<file path="config.mk">
export PLATFORM = sky130hd
export DESIGN_NAME = fp_sqrt_seq_flat
export DESIGN_NICKNAME = d
export VERILOG_FILES = /design/src/rtl/fp_sqrt_seq_if.sv /design/src/rtl/fp_sqrt_seq.sv /design/src/flat_wrapper.sv
export SDC_FILE = /design/constraint.sdc
export NUM_CORES = 1
export LEC_CHECK = 0
export CELL_PAD_IN_SITES_DETAIL_PLACEMENT = 0
export CELL_PAD_IN_SITES_GLOBAL_PLACEMENT = 1
export CORE_ASPECT_RATIO = 1.4
export CORE_MARGIN = 2
export CORE_UTILIZATION = 40
export DETAILED_ROUTE_END_ITERATION = 10
export GPL_TIMING_DRIVEN = 0
export PLACE_DENSITY = 0.83
export REMOVE_ABC_BUFFERS = 1
export SKIP_CTS_REPAIR_TIMING = 1
export SLEW_MARGIN = 20
export SYNTH_ARGS = -nofsm -noshare
export SYNTH_HDL_FRONTEND = slang
export SYNTH_SLANG_ARGS = --single-unit
</file>
<file path="constraint.sdc">
create_clock -name CLK2 -period 7.05 [get_ports CLK2]
set_clock_uncertainty 0.05 [all_clocks]
set_input_delay 0.705 -clock CLK2 [delete_from_list [all_inputs] [get_ports CLK2]]
set_output_delay 0.705 -clock CLK2 [all_outputs]
set_load 0.05 [all_outputs]
</file>
<file path="src/rtl/fp_sqrt_seq_if.sv">
// Request/response bundle for the iterative square-root engine.
//
// Handshake: the master raises start with a stable operand A. The engine
// accepts it only on a rising edge where it is idle (busy=0); requests seen
// while busy=1, including the done cycle, are dropped, so nothing is queued.
// busy stays high from the cycle after acceptance up to and including the
// single done cycle. result and invalid are valid from that done cycle and
// keep their value until the next accepted operand completes.
interface fp_sqrt_seq_if #(
    parameter int EXP_W = 8,
    parameter int MAN_W = 23
);
    localparam int W = EXP_W + MAN_W + 1;

    logic         start;
    logic [W-1:0] A;
    logic         busy;
    logic         done;
    logic [W-1:0] result;
    logic         invalid;

    modport master (
        output start, A,
        input  busy, done, result, invalid
    );

    modport slave (
        input  start, A,
        output busy, done, result, invalid
    );
endinterface

</file>
<file path="src/rtl/fp_sqrt_seq.sv">
// Iterative IEEE-754 square root: restoring digit-by-digit recurrence that
// produces one root bit per clock, followed by a single rounding step.
// Special operands (NaN, zero, infinity, negative, denormal) bypass the
// recurrence and are resolved in the rounding stage.
module fp_sqrt_seq #(
    parameter int EXP_W    = 8,
    parameter int MAN_W    = 23,
    parameter int BIAS     = 127,
    parameter int ROUND_EN = 1
) (
    input  logic         CLK2,
    input  logic         RST,
    fp_sqrt_seq_if.slave bus,
    output logic [2:0]   state_o
);
    localparam int W  = EXP_W + MAN_W + 1;
    localparam int N  = MAN_W + 2;           // root bits: hidden + fraction + guard
    localparam int CW = $clog2(N + 1);

    localparam logic [EXP_W:0] BIAS_X = (EXP_W + 1)'(BIAS);
    localparam logic [W-1:0]   QNAN   = {1'b0, {EXP_W{1'b1}}, 1'b1, {(MAN_W-1){1'b0}}};

    typedef enum logic [2:0] {
        S_IDLE  = 3'd0,
        S_PREP  = 3'd1,
        S_ITER  = 3'd2,
        S_ROUND = 3'd3,
        S_DONE  = 3'd4
    } state_t;

    state_t state_q, state_d;

    logic [W-1:0]     a_q, a_d;          // latched operand
    logic [EXP_W-1:0] exp_q, exp_d;      // biased result exponent
    logic [2*N-1:0]   rad_q, rad_d;      // radicand, consumed two bits per step
    logic [N+1:0]     rem_q, rem_d;      // partial remainder
    logic [N-1:0]     q_q, q_d;          // partial root
    logic [CW-1:0]    cnt_q, cnt_d;      // iteration counter
    logic [W-1:0]     result_q, result_d;
    logic             invalid_q, invalid_d;

    // Operand fields and classification
    logic             sign_a;
    logic [EXP_W-1:0] exp_a;
    logic [MAN_W-1:0] frac_a;
    logic             exp_ones, exp_zero, frac_zero;
    logic             is_nan, is_zero, is_den, is_special;
    logic [W-1:0]     spec_res;
    logic             spec_inv;

    // Exponent halving and significand alignment
    logic signed [EXP_W:0] e_s, e_adj, e_half;
    logic [EXP_W:0]        rexp_full;
    logic [N-1:0]          m_n;

    // Recurrence step
    logic [N+1:0] rem_sh, trial;

    // Rounding
    logic               guard, lsb, sticky, rnd_up;
    logic [MAN_W+1:0]   mant_sum;
    logic [EXP_W-1:0]   round_exp;
    logic [MAN_W-1:0]   round_frac;
    logic [W-1:0]       norm_res;
    logic [1:0]         spare_unused;

    // Classify the latched operand and pick the bypass result for specials
    always_comb begin
        sign_a    = a_q[W-1];
        exp_a     = a_q[W-2:MAN_W];
        frac_a    = a_q[MAN_W-1:0];
        exp_ones  = &exp_a;
        exp_zero  = ~|exp_a;
        frac_zero = ~|frac_a;
        is_nan    = exp_ones & ~frac_zero;
        is_zero   = exp_zero & frac_zero;
        is_den    = exp_zero & ~frac_zero;
        // Anything that is not a positive normal skips the recurrence
        is_special = exp_ones | exp_zero | sign_a;

        spec_res = a_q;
        spec_inv = 1'b0;
        if (is_nan) begin
            spec_res = QNAN;
            spec_inv = 1'b1;
        end else if (is_zero) begin
            spec_res = a_q;
        end else if (is_den) begin
            // Denormals are flushed to a zero of the same sign
            spec_res = {sign_a, {(W-1){1'b0}}};
        end else if (sign_a) begin
            spec_res = QNAN;
            spec_inv = 1'b1;
        end else begin
            spec_res = a_q;              // +inf
        end
    end

    // Unbias, force an even exponent and align the significand to 2.MAN_W
    always_comb begin
        e_s       = {1'b0, exp_a} - BIAS_X;
        e_adj     = e_s - {{EXP_W{1'b0}}, e_s[0]};
        e_half    = e_adj >>> 1;
        rexp_full = e_half + BIAS_X;
        // Odd exponent: the significand is doubled into the upper integer bit
        m_n = e_s[0] ? {1'b1, frac_a, 1'b0} : {2'b01, frac_a};
    end

    // One restoring step: bring down two radicand bits and test 4q+1
    always_comb begin
        rem_sh = {rem_q[N-1:0], rad_q[2*N-1:2*N-2]};
        trial  = {q_q, 2'b01};
    end

    // Round the finished root; a carry out of the mantissa bumps the exponent
    always_comb begin
        guard    = q_q[0];
        lsb      = q_q[1];
        sticky   = |rem_q;
        rnd_up   = (ROUND_EN != 0) && guard && (sticky || lsb);
        mant_sum = {1'b0, q_q[N-1:1]} + {{(MAN_W+1){1'b0}}, rnd_up};
        if (mant_sum[MAN_W+1]) begin
            round_exp  = exp_q + EXP_W'(1);
            round_frac = '0;
        end else begin
            round_exp  = exp_q;
            round_frac = mant_sum[MAN_W-1:0];
        end
        norm_res     = {1'b0, round_exp, round_frac};
        spare_unused = {rexp_full[EXP_W], mant_sum[MAN_W]};
    end

    // Next-state and datapath updates for every register
    always_comb begin
        state_d   = state_q;
        a_d       = a_q;
        exp_d     = exp_q;
        rad_d     = rad_q;
        rem_d     = rem_q;
        q_d       = q_q;
        cnt_d     = cnt_q;
        result_d  = result_q;
        invalid_d = invalid_q;

        unique case (state_q)
            S_IDLE: begin
                if (bus.start) begin
                    a_d     = bus.A;
                    state_d = S_PREP;
                end
            end
            S_PREP: begin
                if (is_special) begin
                    // Specials are resolved where the normal result is muxed in
                    state_d = S_ROUND;
                end else begin
                    exp_d   = rexp_full[EXP_W-1:0];
                    rad_d   = {m_n, {N{1'b0}}};
                    rem_d   = '0;
                    q_d     = '0;
                    cnt_d   = '0;
                    state_d = S_ITER;
                end
            end
            S_ITER: begin
                rad_d = rad_q << 2;
                if (rem_sh >= trial) begin
                    rem_d = rem_sh - trial;
                    q_d   = {q_q[N-2:0], 1'b1};
                end else begin
                    rem_d = rem_sh;
                    q_d   = {q_q[N-2:0], 1'b0};
                end
                cnt_d = cnt_q + CW'(1);
                if (cnt_q == CW'(N - 1)) begin
                    state_d = S_ROUND;
                end
            end
            S_ROUND: begin
                if (is_special) begin
                    result_d  = spec_res;
                    invalid_d = spec_inv;
                end else begin
                    result_d  = norm_res;
                    invalid_d = 1'b0;
                end
                state_d = S_DONE;
            end
            S_DONE: begin
                state_d = S_IDLE;
            end
            default: begin
                state_d = S_IDLE;
            end
        endcase
    end

    // State and datapath registers; reset aborts any operation in flight
    always_ff @(posedge CLK2 or negedge RST) begin
        if (!RST) begin
            state_q   <= S_IDLE;
            a_q       <= '0;
            exp_q     <= '0;
            rad_q     <= '0;
            rem_q     <= '0;
            q_q       <= '0;
            cnt_q     <= '0;
            result_q  <= '0;
            invalid_q <= 1'b0;
        end else begin
            state_q   <= state_d;
            a_q       <= a_d;
            exp_q     <= exp_d;
            rad_q     <= rad_d;
            rem_q     <= rem_d;
            q_q       <= q_d;
            cnt_q     <= cnt_d;
            result_q  <= result_d;
            invalid_q <= invalid_d;
        end
    end

    assign bus.busy    = (state_q != S_IDLE);
    assign bus.done    = (state_q == S_DONE);
    assign bus.result  = result_q;
    assign bus.invalid = invalid_q;
    assign state_o     = state_q;

endmodule

</file>
<file path="src/flat_wrapper.sv">
// flat-port wrapper written by rule: the top's interface ports become plain ports
module fp_sqrt_seq_flat 
#(
    parameter int EXP_W    = 8,
    parameter int MAN_W    = 23,
    parameter int BIAS     = 127,
    parameter int ROUND_EN = 1
)
  (CLK2, RST, state_o, bus_start, bus_A, bus_busy, bus_done, bus_result, bus_invalid);
  fp_sqrt_seq_if #(.EXP_W(EXP_W), .MAN_W(MAN_W)) bus_i ();
  input  logic CLK2;
  input  logic RST;
  output logic [2:0] state_o;
  input wire logic [$bits(bus_i.start)-1:0] bus_start;
  input wire logic [$bits(bus_i.A)-1:0] bus_A;
  output wire logic [$bits(bus_i.busy)-1:0] bus_busy;
  output wire logic [$bits(bus_i.done)-1:0] bus_done;
  output wire logic [$bits(bus_i.result)-1:0] bus_result;
  output wire logic [$bits(bus_i.invalid)-1:0] bus_invalid;
  assign bus_i.start = bus_start;
  assign bus_i.A = bus_A;
  assign bus_busy = bus_i.busy;
  assign bus_done = bus_i.done;
  assign bus_result = bus_i.result;
  assign bus_invalid = bus_i.invalid;
  fp_sqrt_seq #(.EXP_W(EXP_W), .MAN_W(MAN_W), .BIAS(BIAS), .ROUND_EN(ROUND_EN)) u_core (.CLK2(CLK2), .RST(RST), .bus(bus_i), .state_o(state_o));
endmodule
</file>
Word level (Yosys, flattened, before mapping)
Cells that the tools add are included.

word-level totals
  bits in registers = 183
  bits in latches = 0
  RAM bits = 0
  bits in read-only memories = 0
  bits of input ports = 35
  output and inout port bits = 38
  word-level logic and storage cells = 73
  memories = 0

cells by class
  add/subtract/negate cells = 7
  multipliers = 0
  divide/modulo/power cells = 0
  magnitude comparators = 1
  equal/unequal tests = 8
  shift-type cells = 0
  multiplexer cells = 27
  bitwise gates (word level) = 6
  reductions and logical operators = 15

operators with widths
  kind                                                                 count
  32-bit two-way mux                                                   4
  50-bit one-hot mux with 2 select lines                               1
  27-bit two-way mux                                                   2
  27-bit one-hot mux with 2 select lines                               1
  25-bit two-way mux                                                   2
  50-bit two-way mux                                                   1
  25-bit one-hot mux with 2 select lines                               1
  31-bit two-way mux                                                   1
  27-bit >= comparator                                                 1
  27-bit OR reduction                                                  1
  27-bit subtractor                                                    1
  24-bit by 1-bit adder with 25-bit output                             1
  23-bit two-way mux                                                   1
  23-bit OR reduction                                                  1
  3-bit one-hot mux with 4 select lines                                1
  5-bit one-hot mux with 2 select lines                                1
  8-bit by 7-bit subtractor with 9-bit output (second input constant)  1
  9-bit by 1-bit subtractor with 9-bit output                          1
  8-bit by 1-bit adder with 8-bit output (second input constant)       1
  8-bit adder (second input constant)                                  1
  8-bit two-way mux                                                    1
  2-bit AND reduction                                                  4
  8-bit AND reduction                                                  1
  8-bit OR reduction                                                   1
  19 further kinds                                                     32

Longest topological paths before layout
  depth after elaboration = 7
  gate-level depth with buffers = 15
  depth with buffers taken out = 11

Worst setup path before layout
OpenSTA, ideal clock, no wires.

  path kind = register to register
  from = register u_core.a_q[23]
  to = register u_core.exp_q[7]
  library setup time = 0.134 ns
  arrival = 2.923 ns
  required time = 6.866 ns
  slack = 3.943 ns
  stages on the path, launching flop included = 14
  buffers on the path = 2
  clock period less this slack = 3.107 ns
  cell sequence = dfrtp_1 > clkbuf_1 > buf_1 > inv_1 > ha_1 > inv_1 > ha_1 > nand2b_1 > xnor2_1 > nand3_1 > nor4_1 > a21boi_0 > o22ai_1 > o21ai_0

between the ends
  cells in the longest elaborated chain, start to end = 6
  elaborated cells between the ends (all ways) = 10
  classes of those cells = 3 x add/sub; 3 x bitwise; 4 x reduce/logical

ends and longest elaborated chain
  item                                                                                 RTL line            RTL
  from (decl)                                                                          fp_sqrt_seq.sv:33   logic [W-1:0] a_q, a_d;
  from (signal assigned)                                                               fp_sqrt_seq.sv:202  a_q <= '0;
  from (signal assigned)                                                               fp_sqrt_seq.sv:212  a_q <= a_d;
  branches (longest 6 deep; another with 8-bit by 7-bit subtractor with 9-bit output)  --
  to (signal assigned)                                                                 fp_sqrt_seq.sv:213  exp_q <= exp_d;
  to (decl)                                                                            fp_sqrt_seq.sv:34   logic [EXP_W-1:0] exp_q, exp_d;

Parallel ways; which one is timed is not known.
A chain may end at the register's enable or synchronous reset.

Final worst setup path
  from = register u_core.a_q[23]
  to = register u_core.rad_q[39]

between the ends
  cells in the longest elaborated chain, start to end = 6
  elaborated cells between the ends (all ways) = 11
  classes of those cells = 1 x add/sub; 1 x eq/ne; 3 x mux; 2 x bitwise; 4 x reduce/logical

ends and longest elaborated chain
  item                                                                                 RTL line            RTL
  branches (longest 6 deep; another with 8-bit by 7-bit subtractor with 9-bit output)  --
  to (signal assigned)                                                                 fp_sqrt_seq.sv:214  rad_q <= rad_d;
  to (decl)                                                                            fp_sqrt_seq.sv:35   logic [2*N-1:0] rad_q, rad_d;

Parallel ways; which one is timed is not known. The select of a mux whose other input is x is not followed.

==> impl_table.tex <==
\begin{tabular}{lr}
\hline
Metric & Value \\
\hline
\multicolumn{2}{l}{\textbf{Status}} \\
\quad Outcome & finished clean \\
\multicolumn{2}{l}{\textbf{Yosys}} \\
\quad Top flip-flop cell by instance count after synthesis & sky130\_fd\_sc\_hd\_\_dfrtp\_1 \\
\quad Post-synthesis area per instance & just over 9 µm² \\
\quad Flop and latch count out of synthesis & 158 \\
\quad Synthesized-area fraction occupied by xor and xnor cells & $\sim$6.5\% \\
\quad Mux cell area share after synthesis & just under 7\% \\
\quad Share of async-settable or async-resettable flops after synthesis & between 90\% and 100\% \\
\quad YS warnings & 0 \\
\quad Share of the yosys chip area belonging to registers & a little over two fifths \\
\quad Largest family of logic cells by synthesized area & simple AND/OR/NAND/NOR gates \\
\quad Count of flip-flops with a built-in enable after synthesis & 0 \\
\quad Synth Cell Area & roughly 9000 µm² \\
\quad Netlist cell types & 66 \\
\quad Area share of and/or/nand/nor cells after synthesis & between 10\% and 20\% \\
\quad Complex-gate fraction of the synthesized area & approximately 17\% \\
\quad Synth Area in Adders & approximately 4.8\% \\
\quad Mapped Cells & approximately 1000 \\
\multicolumn{2}{l}{\textbf{Clocking}} \\
\quad Clock sinks & around 160 \\
\quad Clock Tree Root & sky130\_fd\_sc\_hd\_\_clkbuf\_16 \\
\quad H-tree level count & 4 \\
\quad Clock edge transition at the registers on the reported setup and hold paths & around 0.07 ns \\
\quad Worst-Skew Late Latency & about 0.43 ns \\
\quad Inserted Clock Buffers & 17 \\
\quad Clock tree from TritonCTS & built \\
\quad Max Root-Sink Buffers & 2 \\
\multicolumn{2}{l}{\textbf{Timing}} \\
\quad Achievable Freq & about 260 MHz \\
\quad Count of final hold-check violations & 0 \\
\quad Setup violations, final & 0 \\
\quad Max-Slew Margin vs Limit & between 30 and 40\% \\
\quad Count of final max-slew check failures & 0 \\
\quad Minimum period implied by the final worst setup slack & around 4 ns \\
\quad Least-Margin Pin Slew & $\sim$1.0 ns \\
\quad Portion of the clock cycle consumed by the worst path in the final layout & 55.6\% \\
\quad Setup repair after global routing missed its margin & no \\
\quad Setup TNS & 0 ns \\
\multicolumn{2}{l}{\textbf{Worst setup path}} \\
\quad Critical Path, Cell by Cell & inv\_1 > ha\_1 > or4b\_1 > nor4\_4 > nor2\_1 > nand2\_1 > or3\_4 > buf\_12 > nand2\_1 > o221a\_2 \\
\quad Slowest stage cell, crit path & sky130\_fd\_sc\_hd\_\_dfrtp\_2 \\
\quad Dominant cell type by count on the critical path & sky130\_fd\_sc\_hd\_\_nand2\_1 \\
\quad Critical Setup Path Class & flop to flop \\
\quad Kind of capture point of the worst setup path & flop \\
\quad Peak per-stage delay on the critical path & 0.68 ns \\
\quad Largest fanout of any net on the critical path & 46 \\
\quad Critical path required time & approximately 7.3 ns \\
\quad CP arrival & between 4 and 5 ns \\
\quad Kind of start point of the critical path & flop \\
\multicolumn{2}{l}{\textbf{GRT}} \\
\quad Antenna violations before repair & 0 \\
\quad Wire length of the first global-routing pass & 35700 µm \\
\quad Via count of the first global-routing pass & a little over 7000 \\
\quad Largest net degree at the start of global routing & 89 \\
\quad Overflow after GRT & 0 \\
\quad GRT Overall Usage & a little under a fifth \\
\multicolumn{2}{l}{\textbf{Layout}} \\
\quad Cell area after layout & 10700 µm² \\
\quad Syn-to-layout area delta & 18.4\% \\
\quad Final nets & around 1100 \\
\quad Diode insertion count for antenna repair & 0 \\
\quad Final standard cell count with taps included and fillers excluded & about 1300 \\
\quad Post-layout util & approximately 48\% \\
\quad Final-layout fill cell count & 2157 \\
\quad Share of layout cells above drive strength 1 & between 10\% and 20\% \\
\multicolumn{2}{l}{\textbf{Die}} \\
\quad Die Ht & $\sim$180 µm \\
\quad Floorplan core area & 22400 µm² \\
\quad I/O pin count & 73 \\
\quad Number of placement rows & 65 \\
\quad Starting utilization of the core area & about two fifths \\
\quad Total die area & between 20000 and 25000 µm² \\
\quad Chip width & approximately 130 µm \\
\multicolumn{2}{l}{\textbf{Detailed routing}} \\
\quad Drt wl/cell & roughly 16 µm \\
\quad Total Wirelength & around 21000 µm \\
\quad Number of vias per cell after detailed routing & $\sim$5.3 \\
\quad Starting DRT DRC Count & 338 \\
\quad Remaining antenna violation count after routing & 0 \\
\quad Overall via count from detail\_route & 7128 \\
\quad \# DRC & 0 \\
\quad Drt first pass iters & 4 \\
\multicolumn{2}{l}{\textbf{Placed design}} \\
\quad Post-detail-place hpwl & 15000 µm \\
\quad Port Buffer Count & 72 \\
\quad Final Wtd Congestion & approximately 0.9 \\
\quad Post-detailed-placement cell area & $\sim$10000 µm² \\
\quad Placed instance count & between 1000 and 1500 \\
\multicolumn{2}{l}{\textbf{Min path}} \\
\quad Min-Delay Path Class & input port to asynchronous set/reset pin \\
\multicolumn{2}{l}{\textbf{Power}} \\
\quad VDD IR-drop max & around 0.00025 V \\
\quad LEAKAGE & around 4.4 nW \\
\quad Power density over the cells & between 500 and 600 nW/µm² \\
\multicolumn{2}{l}{\textbf{Run}} \\
\quad Maximum Capacitance Violations & 0 \\
\hline
\end{tabular}
## final cells by class
cell class	count	area, µm²	area share (%)
clock buffers	17	425	3.96
clock inverters	15	155	1.45
inverters	39	146	1.36
multi-input cells	727	4800	44.7
flip-flops and latches	158	3960	36.8
well taps	301	377	3.51
repair buffers	81	881	8.21
## cells in the mapped netlist, types with 5 or more instances
| cell | instances | area [µm²] |
|---|---|---|
| sky130_fd_sc_hd__mux2_2 | 32 | 360 |
| sky130_fd_sc_hd__nor2_1 | 62 | 233 |
| sky130_fd_sc_hd__nand2_1 | 108 | 405 |
| sky130_fd_sc_hd__nand3_1 | 59 | 295 |
| sky130_fd_sc_hd__nand2b_1 | 6 | 37.5 |
| sky130_fd_sc_hd__and2_1 | 5 | 31.3 |
| sky130_fd_sc_hd__nor3_1 | 17 | 85.1 |
| sky130_fd_sc_hd__a211oi_1 | 6 | 45.0 |
| sky130_fd_sc_hd__o31ai_1 | 6 | 45.0 |
| sky130_fd_sc_hd__o221a_2 | 13 | 146 |
| sky130_fd_sc_hd__xor2_1 | 20 | 175 |
| sky130_fd_sc_hd__and3_1 | 8 | 50.1 |
| sky130_fd_sc_hd__xnor2_1 | 47 | 412 |
| sky130_fd_sc_hd__o21a_1 | 8 | 60.1 |
| sky130_fd_sc_hd__or3_1 | 5 | 31.3 |
| sky130_fd_sc_hd__a21oi_1 | 55 | 275 |
| sky130_fd_sc_hd__buf_2 | 13 | 65.1 |
| sky130_fd_sc_hd__o211ai_1 | 7 | 52.6 |
| sky130_fd_sc_hd__a21o_1 | 11 | 82.6 |
| sky130_fd_sc_hd__ha_1 | 35 | 438 |
| sky130_fd_sc_hd__o21ai_0 | 107 | 536 |
| sky130_fd_sc_hd__inv_1 | 39 | 146 |
| sky130_fd_sc_hd__mux2i_1 | 26 | 260 |
| sky130_fd_sc_hd__a31oi_1 | 6 | 37.5 |
| sky130_fd_sc_hd__clkbuf_1 | 31 | 116 |
| sky130_fd_sc_hd__nand4_1 | 10 | 62.6 |
| sky130_fd_sc_hd__dfrtp_1 | 158 | 3950 |
| sky130_fd_sc_hd__nor4_1 | 14 | 87.6 |
## state kept, by name (all words and copies together), names as in the netlist
register,cells
u_core.q_q,25
u_core.bus.invalid,1
u_core.state_o,3
u_core.cnt_q,5
u_core.a_q,32
u_core.rem_q,27
u_core.rad_q,25
u_core.exp_q,8
u_core.bus.result,32
## final timing paths
kind | from | to | slack (ns) | cells after the start
min | RST | u_core.bus.result[17]$_DFFE_PN0P_ | 0.19 | 1
max | u_core.a_q[23]$_DFFE_PN0P_ | u_core.rad_q[39]$_DFFE_PN0P_ | 3.13 | 10
min in group CLK2 | u_core.bus.result[11]$_DFFE_PN0P_ | u_core.bus.result[11]$_DFFE_PN0P_ | 0.42 | 2
max in group asynchronous | RST | u_core.rad_q[39]$_DFFE_PN0P_ | 5.93 | 2
max reg2reg | u_core.a_q[23]$_DFFE_PN0P_ | u_core.rad_q[39]$_DFFE_PN0P_ | 3.13 | 10
min reg2reg | u_core.bus.result[11]$_DFFE_PN0P_ | u_core.bus.result[11]$_DFFE_PN0P_ | 0.42 | 2
## cell usage in the layout, fill, tap and decap left out, drive strengths merged, types with 16 or more instances in the layout
| cell type | count |
|---|---|
| ha | 35 |
| o21ai | 110 |
| clkdlybuf4s50 | 71 |
| nand3 | 59 |
| inv | 46 |
| nor2 | 62 |
| dfrtp | 158 |
| nor3 | 18 |
| clkbuf | 17 |
| xor2 | 20 |
| nor4 | 16 |
| a21oi | 55 |
| mux2i | 26 |
| mux2 | 32 |
| nand2 | 108 |
| xnor2 | 47 |
## through the flow
step	hold WS (ns)	power [mW]	worst slack, ns
after CTS	0.211	5.92	3.10
after global routing	0.238	6.39	2.83
after global placement	0.403	4.83	-1.43
final	0.189	5.88	3.13
after floorplan	0.359	4.05	2.55
after detailed placement	0.416	5.00	3.14
## logic make-up (layout without fill, tap and decap cells)
logic type | Yosys count | count (layout)
and+or+nand+nor | 322 | 322
AOI/OAI and AO/OA | 245 | 245
DFF | 158 | 158
buffers and inverters | 89 | 152
xor gates and xnor gates | 67 | 67
muxes | 58 | 58
adders and majority gates | 35 | 35
## report_power, final
group | internal (mW) | switching, mW | leakage (nW) | total [mW]
registers | 1.29 | 0.392 | 2.00 | 1.68
clock network | 0.498 | 0.413 | 0.276 | 0.911
logic | 1.39 | 1.90 | 2.13 | 3.29
total | 3.17 | 2.71 | 4.40 | 5.88
## worst max-delay path, delay by kind of cell, from the launching register on
| kind | cells | cell delay [ns] |
|---|---|---|
| adder cells (fa/ha/maj) | 1 | 0.18 |
| AND/OR/NAND/NOR | 6 | 2.03 |
| flip-flops | 1 | 0.68 |
| buffers and inverters | 2 | 0.47 |
| AO/OA/AOI/OAI | 1 | 0.37 |
## layer usage
layer,vias up,part of all wire [%],wire (µm),GRT usage (%)
li1,3572,-,-,-
met1,3406,43,8860,21.4
met2,110,53,10900,33.3
met3,40,2.5,510,3.03
met4,0,2.4,503,7.00
met5,-,0,0,0
Note: power is estimated with default switching activity, not from simulation.
